==> config.mk <==
export PLATFORM = sky130hd
export DESIGN_NAME = hilo_div_ctrl
export DESIGN_NICKNAME = d
export VERILOG_FILES = /design/src/rtl/hilo_div_ctrl_pkg.sv /design/src/rtl/hilo_div_ctrl.sv
export SDC_FILE = /design/constraint.sdc
export NUM_CORES = 1
export LEC_CHECK = 0
export ABC_AREA = 1
export CORE_MARGIN = 3
export CORE_UTILIZATION = 45
export DETAILED_ROUTE_END_ITERATION = 7
export HOLD_SLACK_MARGIN = 0.1
export PLACE_DENSITY = 0.83
export SYNTH_ARGS = -nofsm -noshare
export SYNTH_HDL_FRONTEND = slang
export SYNTH_SLANG_ARGS = --single-unit
==> constraint.sdc <==
create_clock -name clk -period 12.47 [get_ports clk]
set_clock_uncertainty 0.05 [all_clocks]
set_input_delay 1.247 -clock clk [delete_from_list [all_inputs] [get_ports clk]]
set_output_delay 1.247 -clock clk [all_outputs]
set_load 0.1 [all_outputs]
==> src/rtl/hilo_div_ctrl_pkg.sv <==
// Shared definitions for the EX-stage divide/HI-LO controller.
// State encodings, reset defaults and common constants.
package hilo_div_ctrl_pkg;

    localparam logic        True  = 1'b1;
    localparam logic        False = 1'b0;

    localparam logic [31:0] ZeroWord  = 32'h0000_0000;
    localparam logic [63:0] ZeroDWord = 64'h0;

    localparam logic [31:0] HILO_RST_DEF = 32'h0000_0000;

    typedef enum logic [1:0] {
        S_IDLE = 2'd0,
        S_BUSY = 2'd1,
        S_DONE = 2'd2
    } div_state_e;

endpackage

==> src/rtl/hilo_div_ctrl.sv <==
// EX-stage sequencer for the multi-cycle divider.
// Owns HI/LO and commits results once the instruction leaves EX.
module hilo_div_ctrl
    import hilo_div_ctrl_pkg::*;
#(
    parameter logic [31:0] HILO_RST_VAL = HILO_RST_DEF
) (
    input  logic        clk,
    input  logic        rst,
    input  logic        ex_div,
    input  logic        ex_divu,
    input  logic        ex_mthi,
    input  logic        ex_mtlo,
    input  logic [31:0] ex_opr1,
    input  logic [31:0] ex_opr2,
    input  logic        flush,
    input  logic        stall_in,
    output logic        stall_req,
    output logic        div_start,
    output logic        div_signed,
    output logic        div_abandon,
    output logic [31:0] div_opr1,
    output logic [31:0] div_opr2,
    input  logic        div_ready,
    input  logic [63:0] div_res,
    output logic [31:0] hi,
    output logic [31:0] lo
);

    div_state_e  state_q, state_d;
    logic [31:0] hi_q, hi_d;
    logic [31:0] lo_q, lo_d;
    logic [63:0] res_q, res_d;
    logic        sgn_q, sgn_d;
    logic [31:0] opr1_q, opr1_d;
    logic [31:0] opr2_q, opr2_d;

    always_ff @(posedge clk or posedge rst) begin
        if (rst) begin
            state_q <= S_IDLE;
            hi_q    <= HILO_RST_VAL;
            lo_q    <= HILO_RST_VAL;
            res_q   <= ZeroDWord;
            sgn_q   <= False;
            opr1_q  <= ZeroWord;
            opr2_q  <= ZeroWord;
        end else begin
            state_q <= state_d;
            hi_q    <= hi_d;
            lo_q    <= lo_d;
            res_q   <= res_d;
            sgn_q   <= sgn_d;
            opr1_q  <= opr1_d;
            opr2_q  <= opr2_d;
        end
    end

    always_comb begin
        state_d     = state_q;
        hi_d        = hi_q;
        lo_d        = lo_q;
        res_d       = res_q;
        sgn_d       = sgn_q;
        opr1_d      = opr1_q;
        opr2_d      = opr2_q;
        stall_req   = False;
        div_start   = False;
        div_signed  = False;
        div_abandon = False;
        unique case (state_q)
            S_IDLE: begin
                if ((ex_div | ex_divu) && !flush) begin
                    opr1_d    = ex_opr1;
                    opr2_d    = ex_opr2;
                    sgn_d     = ex_div;
                    stall_req = True;
                    state_d   = S_BUSY;
                end
                if (!stall_in && !flush) begin
                    if (ex_mthi) hi_d = ex_opr1;
                    if (ex_mtlo) lo_d = ex_opr1;
                end
            end
            S_BUSY: begin
                div_start  = True;
                div_signed = sgn_q;
                stall_req  = True;
                // Flush beats a same-cycle ready: the result is dropped.
                if (flush) begin
                    div_abandon = True;
                    state_d     = S_IDLE;
                end else if (div_ready) begin
                    res_d   = div_res;
                    state_d = S_DONE;
                end
            end
            S_DONE: begin
                if (flush) begin
                    state_d = S_IDLE;
                end else if (!stall_in) begin
                    hi_d    = res_q[63:32];
                    lo_d    = res_q[31:0];
                    state_d = S_IDLE;
                end
            end
            default: state_d = S_IDLE;
        endcase
    end

    assign div_opr1 = opr1_q;
    assign div_opr2 = opr2_q;
    assign hi       = hi_q;
    assign lo       = lo_q;

endmodule

==> results.py, run 1 <==
metrics = {
    "outcome": {
        "status": "completed",
    },
    "power_and_ir_drop": {
        "leakage_nw": 5.97,
        "seqPwrFrac_pct": 32.0,
        "clkPwrFrac_pct": 18.5,
        "power.density_nw_per_um2": 245,
        "p_sw_share_pct": 50.7,
        "p_switching_mw": 1.45,
        "p_total_mw": 2.87,
        "ir_worst_vdd_mv": 0.136,
        "combPwrFrac_pct": 49.5,
        "p_int_mw": 1.42,
    },
    "grt": {
        "antenna_found_initial": 0,
        "grt_pass1_vias": 7454,
        "grt_pass1_wl_um": 38900,
        "grt_usage_pct": 24.3,
        "grt_max_degree": 120,
        "overflow": 0,
    },
    "clock_network": {
        "numCtsBuffers": 17,
        "clkLatencyLatePin_ns": 0.42,
        "cts_resized": 0,
        "cts_tree": "done",
        "cts_root_buffer": "clkbuf_16",
        "clock_path_buffers": 2,
        "cts_setup_buffers": 0,
        "htreeDepth": 4,
        "cts_hold_buf": 0,
        "path_clk_slew_ns": 0.06,
        "clock-sinks": 195,
    },
    "logic_synthesis": {
        "synth_top_cell_by_area": "dfrtp_1",
        "yosysSeqAreaShare_pct": 58.2,
        "synth.distinct_cells": 15,
        "syn_nets": 1169,
        "yosysWarningCount": 0,
        "synth_area_um2": 8390,
        "ys_ff_latch": 195,
        "netlist_instances": 1032,
        "syn_avg_cell_area_um2": 8.13,
        "synthTopCellsByArea": "dfrtp_1, nand2_1, nand3_1, o21ai_1, inv_1",
        "yosysTopAreaCellShare_pct": 58.2,
    },
    "critical_path": {
        "cp_top_family": "buffers and inverters",
        "path_buf_inv": 3,
        "critPathMostFrequentCell": "clkdlybuf4s50_1",
        "start_kind": "input port",
        "arrival_ns": 3.77,
        "path_max_fanout": 66,
        "r2r_start": "state_q[0]",
        "end_kind": "primary output",
        "slowest_delay_ns": 1.13,
        "path_cells": "clkdlybuf4s50_1 > nor2_1 > nor2_4 > buf_4 > nand2_2 > nand2_1 > clkdlybuf4s50_1",
        "worstSetupStartpoint": "ex_div",
        "crit_type": "input port to primary output",
        "critPathSlowestCell": "clkdlybuf4s50_1",
        "cp.required_ns": 11.17,
    },
    "cells_and_area": {
        "drive_above_1_share_pct": 4.00,
        "fin_nets": 1399,
        "synthToLayoutAreaGrowth_pct": 39.9,
        "antenna_cells": 0,
        "fillers": 1526,
    },
    "timing": {
        "slew_violations": 0,
        "slew_headroom_pct": 21.5,
        "fin_tns_setup_ns": 0,
        "final.min_clock_period_ns": 5.06,
        "fmax_mhz": 197,
        "holdWs_ns": 0.419,
        "rsz0062_at_grt": "false",
        "setup_viol_count_final": 0,
        "hold_viol": 0,
        "worst-slew-pin-transition_ns": 1.18,
        "fin_crit_sh_pct": 40.6,
    },
    "drt": {
        "firstDrtPassIters": 5,
        "drt_wl_total_um": 24900,
        "vias": 7686,
        "dr.first_iter.drc_count": 529,
        "remaining_drc_errors": 0,
        "wl_per_cell_um": 16.6,
        "via_per_inst": 5.11,
        "ant_nets": 0,
    },
    "run": {
        "drv_cap": 0,
    },
    "placement": {
        "port_buffers": 268,
        "dpl.hpwl_um": 16700,
        "place_congestion": 0.825,
    },
    "floorplanning": {
        "io_pins": 269,
        "dieArea_um2": 20300,
        "initial_core_util_pct": 46.2,
        "die_x_um": 143,
        "fp.coreArea_um2": 18100,
        "rows": 49,
        "die_y_um": 143,
    },
    "min_path": {
        "hp-class": "register to register",
        "worstHoldStart": "lo[30]",
    },
}
[layout make-up]
type,count,area [um^2],share of cell area [%]
multi-input combinational,699,2970,25.3
clock buffer,21,460,3.92
inverter,70,270,2.30
tap,229,287,2.44
timing repair buffer,279,2770,23.6
clock inverter,11,101,0.864
sequential,195,4880,41.6
[through the flow]
stage	std cells	worst slack, ns	utilization, %	cell area [um^2]
after floorplan	1032	5.86	-	8390
after global placement	1472	7.42	61.6	11200
after detailed placement	1472	7.39	61.6	11200
after CTS	1504	7.39	64.7	11700
after global routing	1504	7.30	64.7	11700
final	1504	7.41	64.7	11700
[worst register-to-register path: cells and delay by family (launching register included)]
family	cells	cell delay (ns)
AND/OR/NAND/NOR	4	2.17
buffers and inverters	2	0.70
flip-flops	1	0.47
[cell families after synthesis]
kind of cell | Yosys count | synth area share, %
buffers and inverters | 138 | 6.92
AO/OA/AOI/OAI | 66 | 3.94
AND/OR/NAND/NOR | 633 | 31.0
flip-flops | 195 | 58.2
[metal layers]
layer  global-route usage (%)  routed length (um)  vias up
li1                         -                   -     3704
met1                     31.0               10100     3600
met2                     40.6               12200      334
met3                     5.21                1890       48
met4                     9.40                 690        0
met5                        0                   0        -
[power by group through the flow]
stage	combinational [mW]	clock [mW]	sequential (mW)
2_1_floorplan	0.241	0	1.73
3_3_place_gp	1.41	0	0.919
3_5_place_dp	1.43	0	0.925
4_1_cts	1.43	0.538	0.917
5_1_grt	1.48	0.567	0.938
6_report	1.42	0.529	0.919
[sequential cells by signal, summed over array words and instances (netlist names)]
name      cells
state_q       2
lo           32
hi           32
div_opr1     32
res_q        64
sgn_q         1
div_opr2     32
[synth_stat cells]
library cell / instances
nand2_1: 459
dfrtp_1: 195
nand3_1: 165
inv_1: 69
o21ai_1: 60
buf_2: 46
clkbuf_1: 15
nor2_1: 7
o21ai_0: 6
buf_1: 5
buf_4: 1
clkbuf_2: 1
inv_2: 1
nor2_4: 1
nor3_2: 1
[cell usage in the layout (no fill, tap or decap), types with 2 or more instances in the layout]
| master | netlist | routed |
|---|---|---|
| buf_4 | 1 | 11 |
| clkbuf_1 | 15 | 2 |
| clkbuf_16 | 0 | 17 |
| clkbuf_8 | 0 | 2 |
| clkdlybuf4s50_1 | 0 | 268 |
| clkinv_2 | 0 | 4 |
| clkinv_4 | 0 | 2 |
| dfrtp_1 | 195 | 194 |
| inv_1 | 69 | 68 |
| inv_6 | 0 | 3 |
| nand2_1 | 459 | 458 |
| nand3_1 | 165 | 163 |
| nor2_1 | 7 | 5 |
| nor2_4 | 1 | 3 |
| o21ai_0 | 6 | 6 |
| o21ai_1 | 60 | 60 |
[final timing paths]
| path | end | slack (ns) | depth (start not counted) |
|---|---|---|---|
| max in group asynchronous | state_q[1] | 9.36 | 3 |
| min in group asynchronous | div_opr1[28] | 1.26 | 2 |
| worst min register to register | lo[30] | 0.42 | 2 |
| worst min-delay path | lo[30] | 0.42 | 2 |
| worst max-delay path | stall_req | 7.41 | 7 |
| worst max register to register | lo[25] | 9.01 | 6 |
Power figures use the tool's default switching activity.
==> inputs of run 2 (changes only) <==
--- a/config.mk
+++ b/config.mk
@@ -7,10 +7,10 @@
 export LEC_CHECK = 0
 export ABC_AREA = 1
 export CORE_MARGIN = 3
-export CORE_UTILIZATION = 45
+export CORE_UTILIZATION = 42
 export DETAILED_ROUTE_END_ITERATION = 7
 export HOLD_SLACK_MARGIN = 0.1
-export PLACE_DENSITY = 0.83
+export PLACE_DENSITY = 0.82
 export SYNTH_ARGS = -nofsm -noshare
 export SYNTH_HDL_FRONTEND = slang
 export SYNTH_SLANG_ARGS = --single-unit
==> constraint.sdc (replaced) <==
create_clock -name clk -period 4.65 [get_ports clk]
set_clock_uncertainty 0.05 [all_clocks]
set_input_delay 0.465 -clock clk [delete_from_list [all_inputs] [get_ports clk]]
set_output_delay 0.465 -clock clk [all_outputs]
set_load 0.1 [all_outputs]
==> run 2 against run 1 <==
Combinational power rose to 2.7 times the previous value. Worst setup slack got worse by 5.9 ns. Register-to-register slack got worse by 7.2 ns. Sequential cell count did not move. Hold slack got worse by 0.099 ns. Sequential power rose to 2.7 times the previous value. Global-route usage fell by 1.1 points. Clock power rose to 3.0 times the previous value. Critical path type is now register to primary output.
==> results.py, run 2 (synthesis results as in run 1) <==
metrics = {
    "grt": {
        "grt_pass1_wl_um": 39900,
        "grt_pass1_vias": 7519,
        "grt_max_degree": 109,
        "antenna_found_initial": 1,
        "overflow": 0,
        "grt_usage_pct": 23.2,
    },
    "power_and_ir_drop": {
        "seqPwrFrac_pct": 31.3,
        "leakage_nw": 6.01,
        "clkPwrFrac_pct": 20.4,
        "p_switching_mw": 3.94,
        "power.density_nw_per_um2": 663,
        "p_total_mw": 7.88,
        "p_int_mw": 3.94,
        "p_sw_share_pct": 50.0,
        "combPwrFrac_pct": 48.3,
        "ir_worst_vdd_mv": 0.504,
    },
    "min_path": {
        "hp-class": "input port to asynchronous set/reset pin",
    },
    "drt": {
        "drt_wl_total_um": 25300,
        "remaining_drc_errors": 0,
        "vias": 7674,
        "ant_nets": 0,
        "firstDrtPassIters": 5,
        "dr.first_iter.drc_count": 511,
        "wl_per_cell_um": 16.4,
        "via_per_inst": 4.97,
    },
    "floorplanning": {
        "die_x_um": 147,
        "initial_core_util_pct": 43.0,
        "die_y_um": 147,
        "io_pins": 269,
        "fp.coreArea_um2": 19500,
        "dieArea_um2": 21700,
        "rows": 51,
    },
    "cells_and_area": {
        "antenna_cells": 0,
        "largest_register_ffs": 64,
        "synthToLayoutAreaGrowth_pct": 41.8,
        "drive_above_1_share_pct": 4.62,
        "final_util_pct": 60.9,
        "fin_cells": 1543,
        "fin_nets": 1402,
        "top_register": "res_q",
        "final_common_cell": "nand2_1",
        "most-common-layout-cells": "nand2_1, clkdlybuf4s50_1, dfrtp_1, nand3_1, inv_1",
    },
    "critical_path": {
        "critPathSlowestCell": "clkdlybuf4s50_1",
        "end_kind": "primary output",
        "slowest_delay_ns": 1.14,
        "arrival_ns": 2.62,
        "r2r_start": "state_q[1]",
        "rrSetupSlack_ns": 1.79,
        "path_max_fanout": 24,
        "cp.required_ns": 4.14,
        "path_cells": "nor2_4 > inv_1 > nor2_1 > clkdlybuf4s50_1",
        "crit_type": "register to primary output",
        "ff2ff_path_depth": 6,
        "r2r_end": "hi[24]",
        "start_kind": "register",
    },
    "clock_network": {
        "path_clk_slew_ns": 0.07,
        "cts_hold_buf": 0,
        "clock_path_buffers": 2,
        "clock-sinks": 195,
        "clkLatencyLatePin_ns": 0.43,
        "numCtsBuffers": 17,
        "cts_resized": 0,
        "htreeDepth": 4,
        "cts_root_buffer": "clkbuf_16",
        "cts_setup_buffers": 0,
        "cts_tree": "done",
    },
    "placement": {
        "dpl.hpwl_um": 17000,
        "dpl.cell_count": 1511,
        "port_buffers": 268,
        "place_congestion": 0.798,
    },
    "timing": {
        "rsz0062_at_grt": "false",
        "holdWs_ns": 0.321,
        "setup_viol_count_final": 0,
        "fin_tns_setup_ns": 0,
        "fin_crit_sh_pct": 67.4,
        "hold_viol": 0,
        "slew_violations": 0,
        "worst-slew-pin-transition_ns": 1.09,
        "final.min_clock_period_ns": 3.14,
        "fmax_mhz": 319,
        "slew_headroom_pct": 27.3,
    },
    "run": {
        "drv_cap": 0,
    },
    "outcome": {
        "status": "completed",
    },
}
run 2: cell count changes in the layout (fill, tap and decap cells not counted), sizes merged:
cell | before | now
buf | 11 | 15
clkbuf | 21 | 17
bufinv | 1 | 4
clkinv | 6 | 3
clkinvlp | 1 | 3
inv | 73 | 75
clkdlybuf4s50 | 268 | 267
run 2: worst max-delay path by stage:
| stage | startpoint | end | slack [ns] | depth (start not counted) |
|---|---|---|---|---|
| finish | state_q[1] | div_signed | 1.51 | 4 |
| floorplan | rst | div_opr1[0] | 1.62 | 1 |
| detailed placement | flush | div_abandon | 1.72 | 4 |
| CTS | state_q[1] | div_signed | 1.50 | 4 |
| global route | state_q[1] | div_abandon | 1.42 | 4 |
| global placement | flush | div_abandon | 1.74 | 4 |
run 2: worst max-delay path: cells and delay by family (launching register included):
| kind | cells | cell delay (ns) |
|---|---|---|
| buf+inv | 2 | 1.24 |
| simple gates | 2 | 0.34 |
| flops | 1 | 0.60 |
run 2: cell type report:
type	count	area [um^2]
fill	1706	7630
sequential	195	4880
multi-input combinational	699	2980
timing repair buffer	282	2800
clock buffer	17	425
tap	265	332
inverter	70	267
clock inverter	15	219
run 2: metrics by stage:
stage               setup slack, ns  instance area (um^2)
finish                         1.51                 11900
floorplan                      1.62                  8390
detailed placement             1.72                 11300
global route                   1.42                 11900
global placement               1.74                 11300
CTS                            1.50                 11900
run 2: power groups by stage:
| stage | Clock [mW] | Sequential [mW] | Combinational [mW] |
|---|---|---|---|
| 2_1_floorplan | 0 | 4.63 | 0.646 |
| 3_3_place_gp | 0 | 2.47 | 3.78 |
| 3_5_place_dp | 0 | 2.48 | 3.82 |
| 4_1_cts | 1.64 | 2.46 | 3.83 |
| 5_1_grt | 1.71 | 2.52 | 3.97 |
| 6_report | 1.61 | 2.47 | 3.81 |
run 2: layer usage:
| layer | wire length, um | up-vias | track usage (%) | part of all wire (%) |
|---|---|---|---|---|
| met1 | 10800 | 3624 | 30.1 | 43 |
| met5 | 13 | - | 0 | 0.051 |
| met2 | 12300 | 297 | 39.2 | 49 |
| li1 | - | 3712 | - | - |
| met4 | 454 | 2 | 6.66 | 1.8 |
| met3 | 1720 | 39 | 5.18 | 6.8 |
==> inputs of run 3 (changes only) <==
--- a/config.mk
+++ b/config.mk
@@ -7,10 +7,10 @@
 export LEC_CHECK = 0
 export ABC_AREA = 1
 export CORE_MARGIN = 3
-export CORE_UTILIZATION = 42
+export CORE_UTILIZATION = 45
 export DETAILED_ROUTE_END_ITERATION = 7
 export HOLD_SLACK_MARGIN = 0.1
-export PLACE_DENSITY = 0.82
+export PLACE_DENSITY = 0.83
 export SYNTH_ARGS = -nofsm -noshare
 export SYNTH_HDL_FRONTEND = slang
 export SYNTH_SLANG_ARGS = --single-unit
==> constraint.sdc (replaced) <==
create_clock -name clk -period 2.9 [get_ports clk]
set_clock_uncertainty 0.05 [all_clocks]
set_input_delay 0.29 -clock clk [delete_from_list [all_inputs] [get_ports clk]]
set_output_delay 0.29 -clock clk [all_outputs]
set_load 0.1 [all_outputs]
==> run 3 against run 2 <==
Via count up 0.34%. Count of clock-buffer cells in the layout rose by 3. Critical path depth is 2 higher. Combinational power grew 57%. Highest routed layer is now met4. Total power rose by 56%.
==> results.py, run 3 (synthesis results as in run 1) <==
metrics = {
    "timing": {
        "hold_viol": 0,
        "fmax_mhz": 445,
        "slew_headroom_pct": 46.5,
        "final.min_clock_period_ns": 2.25,
        "fin_tns_setup_ns": 0,
        "worst-slew-pin-transition_ns": 0.801,
        "rsz0062_at_grt": "false",
        "setup_viol_count_final": 0,
        "holdWs_ns": 0.327,
        "fin_crit_sh_pct": 77.5,
        "slew_violations": 0,
    },
    "power_and_ir_drop": {
        "ir_worst_vdd_mv": 0.488,
        "combPwrFrac_pct": 48.7,
        "p_switching_mw": 6.26,
        "p_sw_share_pct": 50.9,
        "p_int_mw": 6.03,
        "p_total_mw": 12.3,
        "leakage_nw": 6.22,
        "clkPwrFrac_pct": 19.1,
        "seqPwrFrac_pct": 32.3,
        "power.density_nw_per_um2": 1060,
    },
    "drt": {
        "dr.first_iter.drc_count": 486,
        "remaining_drc_errors": 0,
        "vias": 7700,
        "via_per_inst": 5.09,
        "firstDrtPassIters": 5,
        "ant_nets": 0,
        "wl_per_cell_um": 16.5,
        "drt_wl_total_um": 25000,
    },
    "clock_network": {
        "clock_path_buffers": 2,
        "clkLatencyLatePin_ns": 0.42,
        "cts_hold_buf": 0,
        "cts_setup_buffers": 0,
        "clock-sinks": 195,
        "numCtsBuffers": 17,
        "cts_tree": "done",
        "cts_root_buffer": "clkbuf_16",
        "path_clk_slew_ns": 0.07,
        "htreeDepth": 4,
        "cts_resized": 0,
    },
    "floorplanning": {
        "die_x_um": 143,
        "initial_core_util_pct": 46.2,
        "fp.coreArea_um2": 18100,
        "dieArea_um2": 20300,
        "die_y_um": 143,
        "io_pins": 269,
        "rows": 49,
    },
    "grt": {
        "antenna_found_initial": 0,
        "grt_pass1_wl_um": 39700,
        "grt_max_degree": 122,
        "overflow": 0,
        "grt_usage_pct": 24.6,
        "grt_pass1_vias": 7668,
    },
    "critical_path": {
        "arrival_ns": 1.91,
        "cp.required_ns": 2.56,
        "end_kind": "primary output",
        "path_max_fanout": 26,
        "start_kind": "register",
        "crit_type": "register to primary output",
        "ff2ff_path_depth": 6,
    },
    "cells_and_area": {
        "most-common-layout-cells": "nand2_1, dfrtp_1, nand3_1, buf_4, clkdlybuf4s50_1",
        "synthToLayoutAreaGrowth_pct": 38.7,
        "final_util_pct": 64.1,
        "antenna_cells": 0,
        "fin_nets": 1408,
        "largest_register_ffs": 64,
        "final_common_cell": "nand2_1",
        "fin_cells": 1512,
        "drive_above_1_share_pct": 15.0,
        "top_register": "res_q",
        "fillers": 1562,
    },
    "placement": {
        "dpl.hpwl_um": 17300,
        "dpl.cell_count": 1481,
        "port_buffers": 268,
        "place_congestion": 0.847,
    },
    "run": {
        "drv_cap": 0,
    },
    "outcome": {
        "status": "completed",
    },
    "min_path": {
        "hp-class": "input port to asynchronous set/reset pin",
    },
}
## run 3: cell types whose count changed in the layout (fill, tap and decap cells not counted), moves of 2 or more
cell / before / now
buf_12: 1 / 11
buf_4: 14 / 141
bufinv_16: 4 / 2
clkbuf_8: 0 / 2
clkdlybuf4s50_1: 267 / 136
clkinv_2: 0 / 2
clkinv_4: 3 / 1
inv_8: 2 / 0
## run 3: cell type report
type	instances	area [um^2]	area share, %
Multi-Input combinational cell	699	2970	25.6
Sequential cell	195	4880	42.0
Tap cell	229	287	2.46
Clock inverter	11	128	1.10
Timing Repair Buffer	288	2640	22.7
Inverter	70	267	2.29
Clock buffer	20	457	3.93
## run 3: path summary, 6_finish.rpt
kind / startpoint / slack [ns] / end
worst max-delay path: state_q[0] / 0.65 / div_signed
worst min-delay path: rst / 0.33 / div_opr2[31]
worst max register to register: state_q[1] / 0.86 / lo[3]
worst min register to register: div_opr1[23] / 0.42 / div_opr1[23]
max in group asynchronous: rst / 1.82 / hi[10]
min in group clk: div_res[12] / 0.35 / res_q[12]
## run 3: routing by layer
metal / share of wire [%] / global-route usage [%]
met1: 42 / 31.8
met2: 49 / 41.4
met3: 7.1 / 5.04
met4: 2.0 / 8.15
met5: 0 / 0
## run 3: power groups by stage
stage	Sequential (mW)	Clock [mW]	Combinational [mW]
floorplan	7.43	0	1.04
global placement	3.98	0	5.95
detailed placement	3.99	0	6.02
CTS	3.96	2.39	6.02
global route	4.06	2.50	6.26
finish	3.97	2.34	5.98
## run 3: critical path, cell delays in order, from the launching register on
cell,delay (ns)
dfrtp_1,0.50
inv_2,0.06
buf_4,0.24
nor2_4,0.19
inv_1,0.10
nor2_1,0.19
buf_12,0.21
## run 3: through the flow
step	setup WS, ns	instance area (um^2)
global route	0.541	11600
global placement	0.811	11000
finish	0.653	11600
detailed placement	0.747	11000
CTS	0.631	11600
floorplan	0.0416	8390
